==> src/rtl/cpu_pkg.sv <==
`default_nettype none
// ============================================================================
//  Module      : cpu_pkg
//  Description : Types and instruction-field constants shared between the
//                instruction issuer and the control unit.
//  Revision    : 1.0 - initial release
// ============================================================================
package cpu_pkg;

    // Issuer sequencing states. The width is fixed so the encoding stays
    // stable across tools.
    typedef enum logic [2:0] {
        IDLE   = 3'd0,
        FETCH  = 3'd1,
        RUN    = 3'd2,
        FINISH = 3'd3,
        ERR    = 3'd4
    } issue_state_t;

    // Instruction field positions: [15:13] dst, [12:10] src, [4:2] alu sel.
    localparam int DST_MSB = 15;
    localparam int SRC_MSB = 12;
    localparam int ALU_MSB = 4;

endpackage : cpu_pkg
`default_nettype wire

==> src/rtl/inst_issue_if.sv <==
`default_nettype none
// ============================================================================
//  Module      : inst_issue_if
//  Description : run/d_inst/done handshake between the instruction issuer
//                (master) and the control unit (slave).
//  Revision    : 1.0 - initial release
// ============================================================================
interface inst_issue_if #(
    parameter int IW = 16
) ();

    logic          run;
    logic [IW-1:0] d_inst;
    logic          done;

    modport master (output run, output d_inst, input done);
    modport slave  (input run, input d_inst, output done);

endinterface : inst_issue_if
`default_nettype wire

==> src/rtl/inst_mem.sv <==
`default_nettype none
// ============================================================================
//  Module      : inst_mem
//  Description : DEPTH x IW program store, one write port and one
//                synchronous read port. Contents are not reset.
//  Revision    : 1.0 - initial release
// ============================================================================
module inst_mem #(
    parameter int DEPTH = 16,
    parameter int IW    = 16,
    parameter int AW    = $clog2(DEPTH)
) (
    input  wire logic          clk,
    input  wire logic          we,
    input  wire logic [AW-1:0] waddr,
    input  wire logic [IW-1:0] wdata,
    input  wire logic          re,
    input  wire logic [AW-1:0] raddr,
    output logic      [IW-1:0] rdata
);

    logic [IW-1:0] r_mem [DEPTH];
    logic [IW-1:0] r_rdata;

    // Write port and registered read port; the read register holds between reads.
    always_ff @(posedge clk) begin
        if (we) begin
            r_mem[waddr] <= wdata;
        end
        if (re) begin
            r_rdata <= r_mem[raddr];
        end
    end

    assign rdata = r_rdata;

endmodule : inst_mem
`default_nettype wire

==> src/rtl/inst_issue.sv <==
`default_nettype none
// ============================================================================
//  Module      : inst_issue
//  Description : Instruction sequencer. Fetches one instruction at a time
//                from a loadable program, holds run until the control unit
//                returns done, and flags a control unit that never completes.
//  Revision    : 1.0 - initial release
// ============================================================================
module inst_issue
    import cpu_pkg::*;
#(
    parameter  int DEPTH   = 16,
    parameter  int IW      = 16,
    parameter  int TIMEOUT = 15,
    localparam int AW      = $clog2(DEPTH),
    localparam int CW      = $clog2(TIMEOUT + 1)
) (
    input  wire logic          clk,
    input  wire logic          reset,
    input  wire logic          load_we,
    input  wire logic [AW-1:0] load_addr,
    input  wire logic [IW-1:0] load_data,
    input  wire logic [AW:0]   prog_len,
    input  wire logic          start,
    inst_issue_if.master       cu,
    output logic               busy,
    output logic      [AW-1:0] pc,
    output logic               finished,
    output logic               err
);

    localparam logic [AW:0]   c_depth   = (AW + 1)'(DEPTH);
    localparam logic [CW-1:0] c_timeout = CW'(TIMEOUT);

    issue_state_t  r_state, w_state_n;
    logic [AW-1:0] r_pc, w_pc_n;
    logic [AW:0]   r_len, w_len_n;
    logic [CW-1:0] r_wd, w_wd_n;
    logic          r_run, w_run_n;
    logic          r_err, w_err_n;
    logic          r_fin, w_fin_n;
    logic          r_inst_vld;
    logic          w_mem_we, w_mem_re;
    logic [IW-1:0] w_rdata;
    logic          w_last;

    // The memory's read register doubles as the d_inst output register, so
    // the fetched word reaches the control unit on the same edge run rises.
    inst_mem #(.DEPTH(DEPTH), .IW(IW), .AW(AW)) u_mem (
        .clk   (clk),
        .we    (w_mem_we),
        .waddr (load_addr),
        .wdata (load_data),
        .re    (w_mem_re),
        .raddr (r_pc),
        .rdata (w_rdata)
    );

    assign w_last = ({1'b0, r_pc} == (r_len - (AW + 1)'(1)));

    // Next-state and next-register values; everything holds unless a state acts.
    always_comb begin
        w_state_n = r_state;
        w_pc_n    = r_pc;
        w_len_n   = r_len;
        w_wd_n    = r_wd;
        w_run_n   = r_run;
        w_err_n   = r_err;
        w_fin_n   = 1'b0;
        w_mem_we  = 1'b0;
        w_mem_re  = 1'b0;
        case (r_state)
            IDLE: begin
                w_mem_we = load_we;
                if (start) begin
                    w_err_n = 1'b0;
                    if (prog_len == '0) begin
                        w_fin_n = 1'b1;
                    end else begin
                        w_len_n   = (prog_len > c_depth) ? c_depth : prog_len;
                        w_pc_n    = '0;
                        w_state_n = FETCH;
                    end
                end
            end
            FETCH: begin
                w_mem_re  = 1'b1;
                w_run_n   = 1'b1;
                w_wd_n    = '0;
                w_state_n = RUN;
            end
            RUN: begin
                if (cu.done) begin
                    w_run_n = 1'b0;
                    if (w_last) begin
                        w_fin_n   = 1'b1;
                        w_state_n = FINISH;
                    end else begin
                        w_pc_n    = r_pc + AW'(1);
                        w_state_n = FETCH;
                    end
                end else if (r_wd == c_timeout) begin
                    w_run_n   = 1'b0;
                    w_err_n   = 1'b1;
                    w_state_n = ERR;
                end else begin
                    w_wd_n = r_wd + CW'(1);
                end
            end
            FINISH: begin
                w_run_n   = 1'b0;
                w_state_n = IDLE;
            end
            ERR: begin
                w_state_n = IDLE;
            end
            default: begin
                w_run_n   = 1'b0;
                w_state_n = IDLE;
            end
        endcase
    end

    // State and datapath registers with synchronous reset.
    always_ff @(posedge clk) begin
        if (reset) begin
            r_state    <= IDLE;
            r_pc       <= '0;
            r_len      <= '0;
            r_wd       <= '0;
            r_run      <= 1'b0;
            r_err      <= 1'b0;
            r_fin      <= 1'b0;
            r_inst_vld <= 1'b0;
        end else begin
            r_state <= w_state_n;
            r_pc    <= w_pc_n;
            r_len   <= w_len_n;
            r_wd    <= w_wd_n;
            r_run   <= w_run_n;
            r_err   <= w_err_n;
            r_fin   <= w_fin_n;
            if (w_mem_re) begin
                r_inst_vld <= 1'b1;
            end
        end
    end

    // d_inst reads as zero until the first fetch after reset.
    assign cu.d_inst = r_inst_vld ? w_rdata : '0;
    assign cu.run    = r_run;
    assign busy      = (r_state != IDLE);
    assign pc        = r_pc;
    assign finished  = r_fin;
    assign err       = r_err;

endmodule : inst_issue
`default_nettype wire

==> src/flat_wrapper.sv <==
// flat-port wrapper written by rule: the top's interface ports become plain ports
module inst_issue_flat import cpu_pkg::*;
#(
    parameter  int DEPTH   = 16,
    parameter  int IW      = 16,
    parameter  int TIMEOUT = 15,
    localparam int AW      = $clog2(DEPTH),
    localparam int CW      = $clog2(TIMEOUT + 1)
)
  (clk, reset, load_we, load_addr, load_data, prog_len, start, busy, pc, finished, err, cu_run, cu_d_inst, cu_done);
  inst_issue_if #(.IW(IW)) cu_i ();
  input  wire logic clk;
  input  wire logic reset;
  input  wire logic load_we;
  input  wire logic [AW-1:0] load_addr;
  input  wire logic [IW-1:0] load_data;
  input  wire logic [AW:0] prog_len;
  input  wire logic start;
  output logic busy;
  output logic      [AW-1:0] pc;
  output logic finished;
  output logic err;
  output wire logic [$bits(cu_i.run)-1:0] cu_run;
  output wire logic [$bits(cu_i.d_inst)-1:0] cu_d_inst;
  input wire logic [$bits(cu_i.done)-1:0] cu_done;
  assign cu_run = cu_i.run;
  assign cu_d_inst = cu_i.d_inst;
  assign cu_i.done = cu_done;
  inst_issue #(.DEPTH(DEPTH), .IW(IW), .TIMEOUT(TIMEOUT)) u_core (.clk(clk), .reset(reset), .load_we(load_we), .load_addr(load_addr), .load_data(load_data), .prog_len(prog_len), .start(start), .cu(cu_i), .busy(busy), .pc(pc), .finished(finished), .err(err));
endmodule
==> config.mk <==
export PLATFORM = sky130hd
export DESIGN_NAME = inst_issue_flat
export DESIGN_NICKNAME = d
export VERILOG_FILES = /design/src/rtl/cpu_pkg.sv /design/src/rtl/inst_issue_if.sv /design/src/rtl/inst_mem.sv /design/src/rtl/inst_issue.sv /design/src/flat_wrapper.sv
export SDC_FILE = /design/constraint.sdc
export NUM_CORES = 1
export LEC_CHECK = 0
export ABC_AREA = 1
export CORE_MARGIN = 2
export CORE_UTILIZATION = 59
export CTS_BUF_LIST = sky130_fd_sc_hd__clkbuf_8
export CTS_CLUSTER_SIZE = 12
export DETAILED_ROUTE_END_ITERATION = 16
export DONT_BUFFER_PORTS = 1
export MAX_ROUTING_LAYER = met4
export PLACE_DENSITY_LB_ADDON = 0.25
export SYNTH_ARGS = -nofsm -noshare
export SYNTH_HDL_FRONTEND = slang
export SYNTH_SLANG_ARGS = --single-unit
==> constraint.sdc <==
create_clock -name clk -period 1.8 [get_ports clk]
set_input_delay 0.36 -clock clk [delete_from_list [all_inputs] [get_ports clk]]
set_output_delay 0.36 -clock clk [all_outputs]
set_load 0.01 [all_outputs]
==> impl_metrics.csv, run 1 <==
group,metric,value,unit
status,status,"completed",
logic_synthesis,netlist_area,0.0116,mm²
logic_synthesis,yosysSeqAreaShare,73.8,%
clocking,clk_pin_slew_worst_paths,0.06,ns
timing,tightest_slew,0.625,ns
die,ios,54,
route,first_iter_violations,913,
route,wl,28100,µm
clocking,numCtsBuffers,47,
layout,diodes,0,
logic_synthesis,synth.ff_latch_count,292,
worst_setup_path,worst_path_max_delay_cell,"dfxtp_1",
clocking,cts_tree,"done",
logic_synthesis,synth_nets,955,
layout,layout_commonest_cell,"edfxtp_1",
hold_path,holdPathStages,3,
timing,tns,0,ns
global_route,grt_pass1_wl,41600,µm
worst_setup_path,reg2regPathDepth,8,
worst_setup_path,critPathMaxFanout,11,
place,routabilityCongestion,0.822,
die,die-height,144,µm
worst_setup_path,r2r-start,"u_core.r_state[2]",
place,io_buffers,0,
global_route,antenna_found_initial,0,
power,clkPwrFrac,37.8,%
global_route,grt_util_all_layers,28.0,%
worst_setup_path,worst_ep_required_time,2.06,ns
global_route,grt-ovfl-total,0,
layout,nets,1032,
logic_synthesis,syn_area_per_cell,12.6,µm²
power,ir_drop,685,µV
power,p_leak,4.75,nW
layout,final_util,70.3,%
power,p_total,14.1,mW
logic_synthesis,ys_warn_count,0,
power,p_int,10.7,mW
global_route,grt_pass1_vias,7413,
clocking,clockBufferDepth,3,
hold_path,hp-class,"in2reg",
die,initial_core_util,59.9,%
route,avgViaCountPerCell,5.99,
logic_synthesis,yosysUniqueCellTypes,28,
die,core-area,0.0194,mm²
die,die-area,0.0208,mm²
logic_synthesis,ys_top_cells_by_area,"edfxtp_1 70%, o21ai_0 5.5%, nor2_1 5.4%",
logic_synthesis,synth_top_area_share,70.3,%
clocking,cts_setup_buffers,0,
worst_setup_path,cp_top_family,"simple AND/OR/NAND/NOR gates",
worst_setup_path,worstSetupStartpointType,"flop",
route,wl_per_cell,21.6,µm
worst_setup_path,critPathCaptureType,"flop",
layout,syn2layout_area_growth,17.4,%
power,p_switching,3.41,mW
hold_path,min_from,"cu_done",
power,combPwrFrac,8.3,%
place,detailed_place_hpwl,16800,µm
route,num_vias,7785,
route,drc,0,
timing,fmax,576,MHz
route,dr.pass1.iters,5,
worst_setup_path,crit_type,"reg2reg",
timing,slew_headroom,58.2,%
place,place_ws,0.130,ns
die,row_count,51,
hold_path,min_to,"u_core.r_wd[1]",
route,antenna_left,0,
power,p_seq_share,53.9,%
worst_setup_path,worst_ep_arrival_time,1.99,ns
logic_synthesis,synth_top_cell_by_area,"edfxtp_1",
clocking,cts-htree-levels,2,
timing,hold_viol_final,0,
timing,fin_ws,0.0638,ns
timing,finalHoldWorstSlack,0.0268,ns
power,powerDensity,1040,mW/mm²
layout,drive_gt1_share,15.2,%
worst_setup_path,r2r_slack,0.06,ns
global_route,grt_start_max_net_pins,56,
clocking,clkLatencyLatePin,0.55,ns
layout,final_cell_mix,"272 x edfxtp_1, 149 x nor2_1, 128 x o21ai_0, 86 x nand2_1, 52 x o221ai_1",
worst_setup_path,worst-path-buf-inv,3,
worst_setup_path,reg2reg_to,"u_core.u_mem.r_mem[15][11]",
clocking,clock-sinks,292,
power,p_sw_share,24.2,%
timing,fin_crit_sh,96.5,%
timing,clock_skew,0.0116,ns
logic_synthesis,syn_inst,922,
timing,maxSlewViolCount,0,
job,timing.max_cap.violations,0,
timing,finalSetupViolations,0,
die,die_w,144,µm
clocking,root_buffer,"clkbuf_8",
timing,fin_crit,1.74,ns
worst_setup_path,slowest_delay,0.34,ns
worst_setup_path,path_cells,"nor2_2 > nand2_1 > nor2_1 > buf_4 > nand3_1 > buf_6 > nor2_4 > buf_12",
[power groups by stage]
stage,clock network [mW],logic (mW),registers (mW)
floorplan,0,0.666,7.73
global placement,0,0.983,7.75
detailed placement,0,1.01,7.75
CTS,5.42,1.14,7.61
global route,5.72,1.28,7.62
finish,5.34,1.17,7.61
[per-layer routing]
metal  wire (µm)  GRT usage (%)
met5           0              -
met4         805           10.9
met3        2380           5.30
met2       13800           43.9
met1       11200           36.9
[cells in the mapped netlist (all sizes together)]
cell type	instances
a211oi	1
a21oi	14
buf	24
clkbuf	32
dfxtp	20
edfxtp	272
ha	3
inv	46
nand2	89
nand3	35
nand3b	1
nand4	2
nor2	166
nor3	4
o211ai	12
o21a	3
o21ai	131
o221ai	52
o22ai	12
xnor2	1
xor2	2
[state kept, by name (all words and copies together), names as in the netlist]
register,count
u_core.cu.run,1
u_core.err,1
u_core.finished,1
u_core.pc,4
u_core.r_inst_vld,1
u_core.r_len,5
u_core.r_state,3
u_core.r_wd,4
u_core.u_mem.r_mem,256
u_core.u_mem.rdata,16
[how the worst max path moves through the flow]
stage / startpoint / end / slack (ns) / cells after the start
detailed placement: u_core.pc[0] / u_core.pc[0] / 0.13 / 10
global route: u_core.r_state[2] / u_core.u_mem.r_mem[15][11] / -0.05 / 8
floorplan: u_core.r_state[2] / u_core.u_mem.r_mem[0][0] / -0.21 / 5
CTS: u_core.pc[0] / pc[0] / 0.07 / 2
global placement: u_core.r_len[0] / u_core.pc[0] / 0.13 / 11
finish: u_core.r_state[2] / u_core.u_mem.r_mem[15][11] / 0.06 / 8
[logic make-up (layout without fill, tap and decap cells)]
logic type | after synthesis | in the layout | synth area share (%)
buffers and inverters | 102 | 215 | 3.69
AOI/OAI and AO/OA | 225 | 225 | 11.8
xor gates and xnor gates | 3 | 3 | 0.226
adders and majority gates | 3 | 3 | 0.323
and+or+nand+nor | 297 | 297 | 10.2
DFF | 292 | 292 | 73.8
[worst register-to-register path, delay by kind of cell, from the launching register on]
| family | cells | cell delay [ns] |
|---|---|---|
| and+or+nand+nor | 5 | 0.62 |
| buffers and inverters | 3 | 0.49 |
| DFF | 1 | 0.34 |
[stage by stage]
stage | area, µm² | std cells
6_report | 13600 | 1300
5_1_grt | 13600 | 1300
4_1_cts | 13600 | 1299
3_5_place_dp | 12500 | 1192
3_3_place_gp | 12500 | 1192
2_1_floorplan | 11700 | 922
[cell type report]
| type | instances | area (µm²) |
|---|---|---|
| repair buffers | 84 | 957 |
| fillers | 1350 | 5760 |
| flip-flops and latches | 292 | 8580 |
| clock buffers | 51 | 702 |
| well taps | 265 | 332 |
| inverters | 46 | 174 |
| multi-input cells | 528 | 2710 |
| clock inverters | 34 | 188 |
[timing repair]
item / in CTS / in global routing
cloned: 0 / 1
endpoints found under the setup margin: 16 / 61
gates resized for setup: 1 / 4
hold buffers: 22 / 0
hold endpoints to repair: 268 / 0
No activity file was read; power rests on OpenSTA's default activity.
==> run 2: changes to the inputs <==
--- a/config.mk
+++ b/config.mk
@@ -13,7 +13,7 @@
 export DETAILED_ROUTE_END_ITERATION = 16
 export DONT_BUFFER_PORTS = 1
 export MAX_ROUTING_LAYER = met4
-export PLACE_DENSITY_LB_ADDON = 0.25
+export PLACE_DENSITY = 0.78
 export SYNTH_ARGS = -nofsm -noshare
 export SYNTH_HDL_FRONTEND = slang
 export SYNTH_SLANG_ARGS = --single-unit
==> run 2 against run 1 <==
Against the previous run:
- global-route usage is 1.7 points lower
- die area is the same
- worst hold slack improved by 0.040 ns
- critical path type unchanged
- largest cell class unchanged
==> impl_metrics.csv, run 2 (synthesis results as in run 1) <==
group,metric,value,unit
route,antenna_left,0,
layout,final_cell_mix,"272 x edfxtp_1, 149 x nor2_1, 126 x o21ai_0, 86 x nand2_1, 60 x inv_1",
die,row_count,51,
hold_path,holdPathStages,2,
global_route,grt-ovfl-total,0,
timing,rsz0062_at_grt,"no",
worst_setup_path,critPathCaptureType,"flop",
worst_setup_path,slowest_delay,0.33,ns
timing,finalSetupViolations,0,
die,initial_core_util,59.9,%
layout,nets,1006,
layout,layout_commonest_cell,"edfxtp_1",
timing,finalHoldWorstSlack,0.0669,ns
worst_setup_path,reg2regPathDepth,6,
power,powerDensity,1020,mW/mm²
route,dr.pass1.iters,6,
power,p_leak,4.60,nW
global_route,grt_util_all_layers,26.3,%
layout,largest_reg_flops,256,
place,io_buffers,0,
die,core-area,0.0194,mm²
route,drc,0,
layout,syn2layout_area_growth,15.1,%
timing,tightest_slew,0.715,ns
timing,fmax,585,MHz
clocking,root_buffer,"clkbuf_8",
hold_path,hp-class,"in2reg",
timing,clock_skew,0.0135,ns
global_route,grt_pass1_vias,7254,
worst_setup_path,worst_ep_required_time,2.05,ns
timing,slew_headroom,52.1,%
worst_setup_path,critPathMaxFanout,16,
die,die-height,144,µm
die,die_w,144,µm
global_route,grt_pass1_wl,39500,µm
worst_setup_path,crit_type,"reg2reg",
clocking,clkLatencyLatePin,0.56,ns
status,status,"completed",
layout,finish.instance_area,0.0134,mm²
timing,fin_crit,1.71,ns
global_route,antenna_found_initial,2,
route,num_vias,7671,
worst_setup_path,worst_path_max_delay_cell,"dfxtp_1",
power,ir_drop,1000,µV
clocking,clock-sinks,292,
clocking,cts-htree-levels,2,
clocking,clk_pin_slew_worst_paths,0.06,ns
route,avgViaCountPerCell,6.04,
worst_setup_path,cpMostUsedCell,"nand2_1",
clocking,cts_tree,"done",
route,wl_per_cell,20.6,µm
route,wl,26200,µm
place,detailed_place_hpwl,16000,µm
worst_setup_path,path_cells,"nor2_1 > nand2_1 > nor2_4 > nand2_1 > nor2_2 > buf_12",
layout,largest-register,"u_core.u_mem.r_mem",
route,first_iter_violations,1015,
job,timing.max_cap.violations,0,
worst_setup_path,worst_ep_arrival_time,1.96,ns
die,ios,54,
timing,fin_crit_sh,94.9,%
clocking,numCtsBuffers,44,
global_route,grt_start_max_net_pins,70,
layout,drive_gt1_share,11.5,%
place,place_area,0.0124,mm²
die,die-area,0.0208,mm²
worst_setup_path,worstSetupStartpointType,"flop",
timing,maxSlewViolCount,0,
clocking,cts_setup_buffers,0,
clocking,clockBufferDepth,3,
timing,hold_viol_final,0,
place,routabilityCongestion,0.878,
==> run 2: cell type report <==
cell class                 count  area, µm²
antenna                        2       5.00
clock inverter                33        161
clock buffer                  44        606
tap                          265        332
inverter                      46        174
sequential                   292       8580
timing repair buffer          61        805
multi-input combinational    528       2710
fill                        1338       6030
==> run 2: critical path: cells and delay by family, from the launching register on <==
| family | cells | cell delay (ns) |
|---|---|---|
| flops | 1 | 0.33 |
| simple gates | 5 | 0.89 |
| buf+inv | 1 | 0.18 |
==> run 2: what timing repair did <==
item	in CTS	in global routing
pin swaps	0	1
endpoints found under the hold margin	268	0
endpoints found under the setup margin	144	160
gates resized for setup	2	5
hold buffers	22	0
==> run 2: final timing paths <==
| check | start | slack (ns) | to |
|---|---|---|---|
| hold reg to reg | u_core.r_wd[1] | 0.49 | u_core.r_wd[1] |
| setup / recovery | u_core.r_state[2] | 0.09 | u_core.u_mem.r_mem[0][4] |
| setup reg to reg | u_core.r_state[2] | 0.09 | u_core.u_mem.r_mem[0][4] |
| hold / removal | reset | 0.07 | u_core.r_inst_vld |
==> run 2: metrics by stage <==
step	power (mW)	setup slack, ns	utilization, %	std cells	setup TNS, ns
2_1_floorplan	8.39	-0.212	-	922	-31.06
3_5_place_dp	8.74	-0.0436	63.7	1170	-3.84
6_report	13.6	0.0918	68.9	1271	0
5_1_grt	14.0	0.00702	68.9	1271	0
3_3_place_gp	8.71	0.0238	63.7	1170	0
4_1_cts	13.6	0.0887	68.8	1269	0
==> run 2: metal layers <==
metal  GRT usage [%]  wire, µm  share of wire (%)  vias up
met5               -         0                  0        -
met4            8.94       586                2.2        0
met3            5.63      2440                9.3       52
met2            40.5     12500                 48      433
met1            35.6     10700                 41     3701
li1                -         -                  -     3485
==> run 2: power breakdown <==
group          internal (mW)  leakage, nW  switching (mW)  total (mW)
Sequential              7.56         2.62          0.0545        7.61
Combinational          0.342         1.53           0.809        1.15
Clock                   2.42        0.447            2.40        4.82
Total                   10.3         4.60            3.26        13.6
==> run 3: changes to the inputs <==
--- a/config.mk
+++ b/config.mk
@@ -7,11 +7,10 @@
 export LEC_CHECK = 0
 export ABC_AREA = 1
 export CORE_MARGIN = 2
-export CORE_UTILIZATION = 59
+export CORE_UTILIZATION = 56
 export CTS_BUF_LIST = sky130_fd_sc_hd__clkbuf_8
 export CTS_CLUSTER_SIZE = 12
 export DETAILED_ROUTE_END_ITERATION = 16
-export DONT_BUFFER_PORTS = 1
 export MAX_ROUTING_LAYER = met4
 export PLACE_DENSITY = 0.78
 export SYNTH_ARGS = -nofsm -noshare
==> run 3 against run 2 <==
Against the previous run:
- sequential power is essentially flat
- total power grew 5.7%
- register-to-register slack lost 0.08 ns
- utilization grew 1.6 points
- maximum frequency shrank 4.4%
- global-route usage grew 2.1 points
- final area grew 7.1%
- count of clock-buffer cells in the layout grew 3
- first-iteration DRC count grew 2.4%
- setup slack lost 0.080 ns
- worst hold slack gained 0.33 ns
- critical path type unchanged
==> impl_metrics.csv, run 3 (synthesis results as in run 1) <==
group,metric,value,unit
layout,final_cell_mix,"272 x edfxtp_1, 148 x nor2_1, 123 x o21ai_0, 84 x nand2_1, 69 x buf_4",
power,ir_drop,660,µV
worst_setup_path,path_cells,"nor2_4 > nand2_2 > buf_6 > nor2_4 > buf_6 > nand3_4 > buf_6 > nor2_4 > clkbuf_16",
worst_setup_path,cp_top_family,"buffers and inverters",
clocking,root_buffer,"clkbuf_8",
worst_setup_path,reg2regPathDepth,9,
power,combPwrFrac,10.0,%
power,p_leak,5.13,nW
power,p_seq_share,52.9,%
layout,nets,1100,
layout,largest-register,"u_core.u_mem.r_mem",
die,die_w,148,µm
job,timing.max_cap.violations,0,
timing,maxSlewViolCount,0,
power,p_switching,3.52,mW
layout,drive_gt1_share,18.3,%
layout,largest_reg_flops,256,
power,clkPwrFrac,37.1,%
timing,tightest_slew,0.359,ns
timing,finalHoldWorstSlack,0.397,ns
clocking,clock-sinks,292,
clocking,clockBufferDepth,3,
clocking,cts_tree,"done",
layout,syn2layout_area_growth,23.2,%
global_route,antenna_found_initial,2,
route,dr.pass1.iters,7,
timing,fin_crit_sh,99.3,%
die,die-height,148,µm
global_route,grt_pass1_wl,45300,µm
timing,fin_crit,1.79,ns
clocking,clkLatencyLatePin,0.57,ns
layout,layout_commonest_cell,"edfxtp_1",
timing,tns,0,ns
timing,hold_viol_final,0,
status,status,"completed",
worst_setup_path,r2r-start,"u_core.r_state[0]",
worst_setup_path,worst_ep_required_time,2.07,ns
route,wl_per_cell,21.9,µm
global_route,grt-ovfl-total,0,
place,detailed_place_hpwl,18500,µm
worst_setup_path,critPathCaptureType,"flop",
global_route,grt_util_all_layers,28.5,%
global_route,grt_pass1_vias,8158,
global_route,grt_start_max_net_pins,46,
route,drc,0,
worst_setup_path,slowest_delay,0.36,ns
hold_path,min_to,"u_core.r_len[2]",
place,io_buffers,53,
route,avgViaCountPerCell,5.97,
worst_setup_path,critPathMaxFanout,6,
route,wl,30100,µm
worst_setup_path,r2r_slack,0.01,ns
clocking,clk_pin_slew_worst_paths,0.06,ns
place,dp_cells,1282,
route,num_vias,8214,
die,die-area,0.0219,mm²
worst_setup_path,worst_ep_arrival_time,2.06,ns
die,row_count,52,
die,ios,54,
timing,fmax,559,MHz
power,p_int,10.8,mW
worst_setup_path,cp-startpoint,"u_core.r_state[0]",
worst_setup_path,worst_path_max_delay_cell,"dfxtp_4",
clocking,cts-htree-levels,2,
place,place_area,0.0133,mm²
die,core-area,0.0203,mm²
power,powerDensity,1000,mW/mm²
clocking,numCtsBuffers,46,
die,initial_core_util,57.2,%
layout,finish.instance_area,0.0143,mm²
power,p_sw_share,24.6,%
clocking,ctsHoldBuffers,0,
timing,rsz0062_at_grt,"yes",
worst_setup_path,reg2reg_to,"u_core.u_mem.r_mem[3][2]",
hold_path,min_from,"prog_len[2]",
timing,finalSetupViolations,0,
timing,clock_skew,0.0236,ns
worst_setup_path,crit_type,"reg2reg",
worst_setup_path,worstSetupStartpointType,"flop",
route,first_iter_violations,1039,
layout,fin_cells,1377,
timing,slew_headroom,75.8,%
hold_path,hp-class,"in2reg",
hold_path,holdPathStages,3,
place,routabilityCongestion,0.874,
route,antenna_left,0,
worst_setup_path,worst-path-buf-inv,4,
## run 3: cell count changes in the layout (fill, tap and decap cells not counted), moves of 5 or more
cell,previous run,this run
buf_4,15,69
clkdlybuf4s50_1,0,30
dlygate4sd3_1,22,0
dlygate4sd2_1,0,8
buf_6,1,8
clkinv_1,12,19
inv_1,60,53
clkdlybuf4s15_1,0,6
clkbuf_2,0,5
## run 3: worst max path at each step
| stage | end | slack (ns) | depth (start not counted) |
|---|---|---|---|
| 2_1_floorplan | u_core.u_mem.r_mem[0][0] | -0.21 | 5 |
| 4_1_cts | cu_d_inst[10] | -0.0004 | 4 |
| 6_report | u_core.u_mem.r_mem[3][2] | 0.01 | 9 |
| 5_1_grt | u_core.u_mem.r_mem[3][2] | -0.04 | 9 |
| 3_3_place_gp | u_core.u_mem.r_mem[3][0] | -0.22 | 8 |
| 3_5_place_dp | u_core.u_mem.r_mem[7][6] | -0.20 | 8 |
## run 3: timing repair
item                                    CTS  global route
buffers inserted                          3             1
gates resized for setup                  38            42
cloned                                    2             1
endpoints found under the setup margin   22           285
pin swaps                                 1             7
## run 3: power by group through the flow
stage / clock network [mW] / registers, mW / logic (mW)
after floorplan: 0 / 7.73 / 0.666
after global placement: 0 / 7.73 / 1.29
after detailed placement: 0 / 7.73 / 1.33
after CTS: 5.36 / 7.59 / 1.38
after global routing: 5.67 / 7.60 / 1.55
final: 5.32 / 7.59 / 1.43
## run 3: final cells by class
cell class,instances,area [µm²]
Antenna cell,2,5.00
Fill cell,1320,5980
Tap cell,270,338
Inverter,46,174
Clock buffer,47,647
Sequential cell,292,8590
Clock inverter,39,220
Multi-Input combinational cell,528,2750
Timing Repair Buffer,153,1600
## run 3: tightest hold or removal path, stage by stage
cell and delay, ns:
clkdlybuf4s50_1 0.42, nand2_1 0.08, a21oi_1 0.05
## run 3: routing by layer
metal | routed length, µm | global-route usage (%) | vias to the layer above
li1 | - | - | 3684
met1 | 11600 | 35.8 | 3904
met2 | 14700 | 45.5 | 543
met3 | 2740 | 5.65 | 83
met4 | 1120 | 12.6 | 0
met5 | 0 | - | -
## run 3: stage by stage
stage	util [%]	power (mW)	worst slack, ns
after global routing	70.5	14.8	-0.0417
after CTS	70.0	14.3	-0.000403
after detailed placement	65.3	9.06	-0.197
final	70.5	14.3	0.0123
after floorplan	-	8.39	-0.212
after global placement	65.3	9.02	-0.221
